===== src/rtl/adder_pkg.sv =====
// Shared constants, stage-count helper and the per-stage register bundle
// for the carry-pipelined adder/subtractor.
package adder_pkg;

  localparam int unsigned DEFAULT_WIDTH = 32;
  localparam int unsigned DEFAULT_CHUNK = 8;
  localparam int unsigned MAX_WIDTH     = 64;

  function automatic int unsigned stages(input int unsigned width, input int unsigned chunk);
    return (chunk == 0) ? 1 : width / chunk;
  endfunction

  // Data fields are sized for the widest supported adder; bits above WIDTH stay zero.
  typedef struct packed {
    logic                 valid;
    logic                 carry;
    logic                 ovf;
    logic [MAX_WIDTH-1:0] a;
    logic [MAX_WIDTH-1:0] b;
    logic [MAX_WIDTH-1:0] d;
  } stage_t;

endpackage


===== src/rtl/adder_chunk_stage.sv =====
// One pipeline stage: adds operand slice K with the incoming carry and
// carries the remaining operand bits and finished sum slices forward.
module adder_chunk_stage
  import adder_pkg::*;
#(
  parameter int unsigned WIDTH = DEFAULT_WIDTH,
  parameter int unsigned CHUNK = DEFAULT_CHUNK,
  parameter int unsigned K     = 0
) (
  input  logic   clk,
  input  logic   rst_n,
  input  logic   adv,
  input  stage_t prev,
  output stage_t cur
);

  localparam int unsigned LSB = K * CHUNK;

  if (LSB + CHUNK > WIDTH) begin : g_bad_slice
    $fatal(1, "adder_chunk_stage: slice %0d exceeds WIDTH", K);
  end

  logic [CHUNK-1:0]     a_c;
  logic [CHUNK-1:0]     b_c;
  logic [CHUNK-1:0]     s;
  logic [CHUNK:0]       sum;
  logic                 c_out;
  logic                 ovf;
  logic [MAX_WIDTH-1:0] d_next;
  logic                 unused_ovf;

  assign unused_ovf = prev.ovf;

  // Overflow here is only meaningful in the top slice: for the MSB full adder,
  // carry-in XOR carry-out equals "equal operand signs, different sum sign".
  always_comb begin
    a_c    = prev.a[LSB +: CHUNK];
    b_c    = prev.b[LSB +: CHUNK];
    sum    = {1'b0, a_c} + {1'b0, b_c} + {{CHUNK{1'b0}}, prev.carry};
    s      = sum[CHUNK-1:0];
    c_out  = sum[CHUNK];
    ovf    = (a_c[CHUNK-1] == b_c[CHUNK-1]) && (s[CHUNK-1] != a_c[CHUNK-1]);
    d_next = prev.d;
    d_next[LSB +: CHUNK] = s;
  end

  always_ff @(posedge clk or negedge rst_n) begin
    if (!rst_n) begin
      cur <= '0;
    end else if (adv) begin
      cur.valid <= prev.valid;
      if (prev.valid) begin
        cur.carry <= c_out;
        cur.ovf   <= ovf;
        cur.a     <= prev.a;
        cur.b     <= prev.b;
        cur.d     <= d_next;
      end
    end
  end

endmodule


===== src/rtl/pipelined_adder.sv =====
// Carry-pipelined WIDTH-bit adder/subtractor, one CHUNK-bit slice per stage,
// with valid/ready flow control and bubble-collapsing advance chain.
module pipelined_adder
  import adder_pkg::*;
#(
  parameter int unsigned WIDTH = DEFAULT_WIDTH,
  parameter int unsigned CHUNK = DEFAULT_CHUNK
) (
  input  logic             iClk,
  input  logic             iRstN,
  input  logic [WIDTH-1:0] iA,
  input  logic [WIDTH-1:0] iB,
  input  logic             iSub,
  input  logic             iValid,
  output logic             oReady,
  output logic [WIDTH-1:0] oD,
  output logic             oCarry,
  output logic             oOverflow,
  output logic             oValid,
  input  logic             iReady
);

  localparam int unsigned STAGES = stages(WIDTH, CHUNK);

  if (CHUNK == 0) begin : g_bad_chunk
    $fatal(1, "pipelined_adder: CHUNK must be non-zero");
  end else if (WIDTH % CHUNK != 0) begin : g_bad_ratio
    $fatal(1, "pipelined_adder: WIDTH must be a multiple of CHUNK");
  end
  if (WIDTH > MAX_WIDTH) begin : g_bad_width
    $fatal(1, "pipelined_adder: WIDTH exceeds MAX_WIDTH");
  end

  stage_t stg_in [STAGES];
  stage_t stg    [STAGES];
  logic   adv    [STAGES];
  logic   unused_tail;

  // Subtraction is A + ~B + 1: invert B up front and feed iSub as the carry-in.
  always_comb begin
    stg_in[0]       = '0;
    stg_in[0].valid = iValid;
    stg_in[0].carry = iSub;
    stg_in[0].a     = MAX_WIDTH'(iA);
    stg_in[0].b     = MAX_WIDTH'(iSub ? ~iB : iB);
  end

  for (genvar k = 0; k < STAGES; k++) begin : g_stage
    if (k > 0) begin : g_link
      assign stg_in[k] = stg[k-1];
    end

    if (k == STAGES - 1) begin : g_adv_last
      assign adv[k] = !stg[k].valid || iReady;
    end else begin : g_adv_mid
      assign adv[k] = !stg[k].valid || adv[k+1];
    end

    adder_chunk_stage #(
      .WIDTH(WIDTH),
      .CHUNK(CHUNK),
      .K    (k)
    ) u_stage (
      .clk  (iClk),
      .rst_n(iRstN),
      .adv  (adv[k]),
      .prev (stg_in[k]),
      .cur  (stg[k])
    );
  end

  assign oReady    = adv[0];
  assign oValid    = stg[STAGES-1].valid;
  assign oD        = stg[STAGES-1].d[WIDTH-1:0];
  assign oCarry    = stg[STAGES-1].carry;
  assign oOverflow = stg[STAGES-1].ovf;

  assign unused_tail = ^{stg[STAGES-1].a, stg[STAGES-1].b, stg[STAGES-1].d};

endmodule


===== config.mk =====
export PLATFORM = sky130hd
export DESIGN_NAME = pipelined_adder
export DESIGN_NICKNAME = d
export VERILOG_FILES = /design/src/rtl/adder_pkg.sv /design/src/rtl/adder_chunk_stage.sv /design/src/rtl/pipelined_adder.sv
export SDC_FILE = /design/constraint.sdc
export NUM_CORES = 1
export LEC_CHECK = 0
export CAP_MARGIN = 30
export CORE_MARGIN = 2
export CORE_UTILIZATION = 45
export CTS_CLUSTER_SIZE = 30
export DETAILED_ROUTE_END_ITERATION = 10
export PLACE_DENSITY = 0.69
export SLEW_MARGIN = 0
export SYNTH_ARGS = -nofsm -noshare
export SYNTH_HDL_FRONTEND = slang
export SYNTH_SLANG_ARGS = --single-unit

===== constraint.sdc =====
create_clock -name iClk -period 2.65 [get_ports iClk]
set_clock_uncertainty 0.05 [all_clocks]
set_input_delay 0.3975 -clock iClk [delete_from_list [all_inputs] [get_ports iClk]]
set_output_delay 0.3975 -clock iClk [all_outputs]
set_load 0.03 [all_outputs]

==> flow_summary_export.csv <==
group,metric,value,unit
timing,rsz0062_at_grt,"false",
synthesis,synthTopCellsByArea,"dfrtp_1 (55%), mux2_2 (13%), nand2_1 (6.1%)",
global_route,overflow,0,
floorplan,io_pins,105,
cells_and_area,final_nets,930,
synthesis,yosysTopAreaCell,"dfrtp_1",
placed_design,portBuffers,104,
synthesis,syn_avg_cell_area,11.76,sq um
synthesis,syn_inst,712,
cts,holdBufCountCts,1,
timing,period_share,0.9357,
global_route,grt_max_degree,69,
power,ir_worst_vdd,0.0004873,V
cts,path_clk_slew,0.07,ns
setup_path,crit_path_end_kind,"register",
drt,wire_per_inst,15.83,um
cells_and_area,num_antenna_cells,0,
drt,vias,5557,
drt,drt_iter0_drc,337,
setup_path,crit_required,2.91,ns
drt,dr.pass1.iters,4,
setup_path,arrival,2.74,ns
cells_and_area,fin_util,0.5755,
placed_design,placed_cell_area,9798,sq um
setup_path,r2r_start,"g_stage[1].u_stage.cur[80]",
timing,worst_pin_slew,0.6454,ns
synthesis,ys_async_sr_fraction,1.000,
drt,ant_nets,0,
synthesis,syn-cell-area,8374,sq um
synthesis,yosys_warnings,0,
timing,min_period,2.480,ns
timing,hold_viol,0,
run_status,status,"completed",
cts,post_cts_buffers,0,
cts,htreeDepth,4,
drt,post-route-drc-count,0,
cells_and_area,fillers,1488,
power,power.density,1033,nW/um^2
timing,setup_viol,0,
global_route,met3_usage,0.04205,
cts,clockRootBuffer,"clkbuf_16",
cells_and_area,drive_above_1_share,0.1955,
cts,clkSinkCount,185,
placed_design,dp_hpwl,12.01,mm
setup_path,cp_top_family,"adder cells",
cells_and_area,fin_area,10410,sq um
power,total_leakage_power,4.642,nW
min_path,hp-class,"reg2reg",
floorplan,die_height,140.4,um
global_route,grt_use_met1,0.2441,
cts,cts_resized,0,
synthesis,synth_common_cells,"dfrtp_1 (185), nand2_1 (135), mux2_2 (100)",
global_route,grt_most_used_layer,"met2",
setup_path,worstSetupStartpointType,"register",
setup_path,critPathSlowestCell,"fa_1",
cells_and_area,top_register,"g_stage.u_stage.cur",
setup_path,cp_max_fo,2,
setup_path,crit_path_max_incr_delay,0.49,ns
setup_path,worstSetupPathType,"reg2reg",
min_path,hp-start,"g_stage[2].u_stage.cur[15]",
floorplan,rows,49,
drt,via_per_inst,5.203,
run,drv_cap,0,
setup_path,crit_top_cell,"fa_1",
synthesis,syn_nets,816,
setup_path,critPathLaunch,"g_stage[1].u_stage.cur[80]",
cts,cts_tree,"yes",
cells_and_area,largest_register_ffs,185,
synthesis,ys_seq_elements,185,
cts,clk_latency,0.43,ns
drt,totalWireLength,16.91,mm
global_route,use_met2,0.2980,
cells_and_area,largestRegisters,"g_stage.u_stage.cur (185)",
floorplan,die_area,19720,sq um
cts,cts_made_buffers,17,
timing,relSlewSlack,0.5697,
setup_path,crit_buf_inv,0,
global_route,grt_pass1_vias,5701,
cts,clockBufferDepth,2,
global_route,track_usage,0.1840,
synthesis,synth.distinct_cells,49,
synthesis,yosys_most_used_dff,"dfrtp_1",
global_route,grt_first_pass_wirelength,28.61,mm
synthesis,yosysSeqAreaShare,0.5528,
timing,hold_ws,0.4140,ns
timing,drv_slew,0,
synthesis,netlist.area_leader.share,0.5528,
cells_and_area,syn_to_final_growth,24.29,%
timing,setup_tns,0,ns
floorplan,start_util,0.4630,
synthesis,synth_edf_count,0,
global_route,grt_antenna_before_repair,0,
synthesis,yosysMostFrequentCell,"dfrtp_1",
timing,timing.fmax,403.3,MHz
floorplan,core,18090,sq um
floorplan,die_w,140.4,um
placed_design,gp_congestion,0.8577,
setup_path,critical_path.cell_chain,"fa_1 > fa_1 > a21o_1 > a21oi_1 > o21ai_0 > and3b_1 > o41a_1",
## path summary, 6_finish.rpt
path                       slack [ns]                          end  cells past startpoint
setup / recovery                 0.17  g_stage[2].u_stage.cur[193]                      7
hold / removal                   0.41   g_stage[3].u_stage.cur[15]                      2
setup reg to reg                 0.17  g_stage[2].u_stage.cur[193]                      7
hold reg to reg                  0.41   g_stage[3].u_stage.cur[15]                      2
max in group asynchronous        1.35   g_stage[2].u_stage.cur[14]                      3
min in group asynchronous        0.49   g_stage[0].u_stage.cur[90]                      2
## metrics by stage
stage	std cells	worst slack (ns)	power [mW]
2_1_floorplan	712	0.2362	6.893
3_3_place_gp	1035	0.02678	8.077
3_5_place_dp	1035	-0.01576	8.255
4_1_cts	1068	0.1778	10.87
5_1_grt	1068	0.02403	11.48
6_report	1068	0.1704	10.76
## worst min-delay path, cell delays in order, from the launching register on
cell	delay, ns
dfrtp_1	0.34
nand2_1	0.05
nand2_1	0.05
## where the power goes
group          internal, mW  switching [mW]
Combinational          1.86            1.97
Clock                  1.43            1.13
Sequential             3.79           0.566
## cells by family (layout without fill, tap and decap cells)
logic type / count (synthesis) / count (layout) / synth area share
adder cells (fa/ha/maj): 35 / 35 / 0.05857
AND/OR/NAND/NOR: 193 / 193 / 0.1004
multiplexers: 100 / 100 / 0.1345
flip-flops: 185 / 185 / 0.5528
XOR/XNOR: 48 / 48 / 0.05020
AO/OA/AOI/OAI: 104 / 104 / 0.07740
buffers and inverters: 47 / 174 / 0.02615
## cell type report
cell class	instances	area, sq um	area share
Tap cell	229	286.5	0.02753
Inverter	15	56.30	0.005409
Clock buffer	18	439.2	0.04219
Sequential cell	185	4629	0.4448
Clock inverter	14	161.4	0.01551
Multi-Input combinational cell	480	3538	0.3399
Timing Repair Buffer	127	1297	0.1247
## metal layers
layer	vias to the layer above	wire length (um)	part of all wire
li1	2667	-	-
met1	2707	7854	0.46
met2	160	8012	0.47
met3	23	781	0.046
met4	0	261	0.015
met5	-	0	0
## placed cells by master, fill, tap and decap left out, types with 6 or more instances in the layout
| cell type | netlist | routed |
|---|---|---|
| nand2b_1 | 7 | 7 |
| clkbuf_16 | 0 | 17 |
| a21oi_1 | 14 | 14 |
| a21o_1 | 6 | 6 |
| inv_1 | 15 | 15 |
| mux2_2 | 100 | 100 |
| nor2_1 | 16 | 16 |
| xor2_1 | 18 | 18 |
| buf_12 | 0 | 7 |
| fa_1 | 7 | 7 |
| xnor2_1 | 30 | 30 |
| o31ai_1 | 6 | 6 |
| nor3_1 | 11 | 11 |
| ha_1 | 28 | 28 |
| nand2_1 | 135 | 133 |
| clkdlybuf4s50_1 | 0 | 101 |
| buf_4 | 3 | 16 |
| dfrtp_1 | 185 | 185 |
| o21ai_0 | 47 | 47 |
No activity file was read; power rests on OpenSTA's default activity.
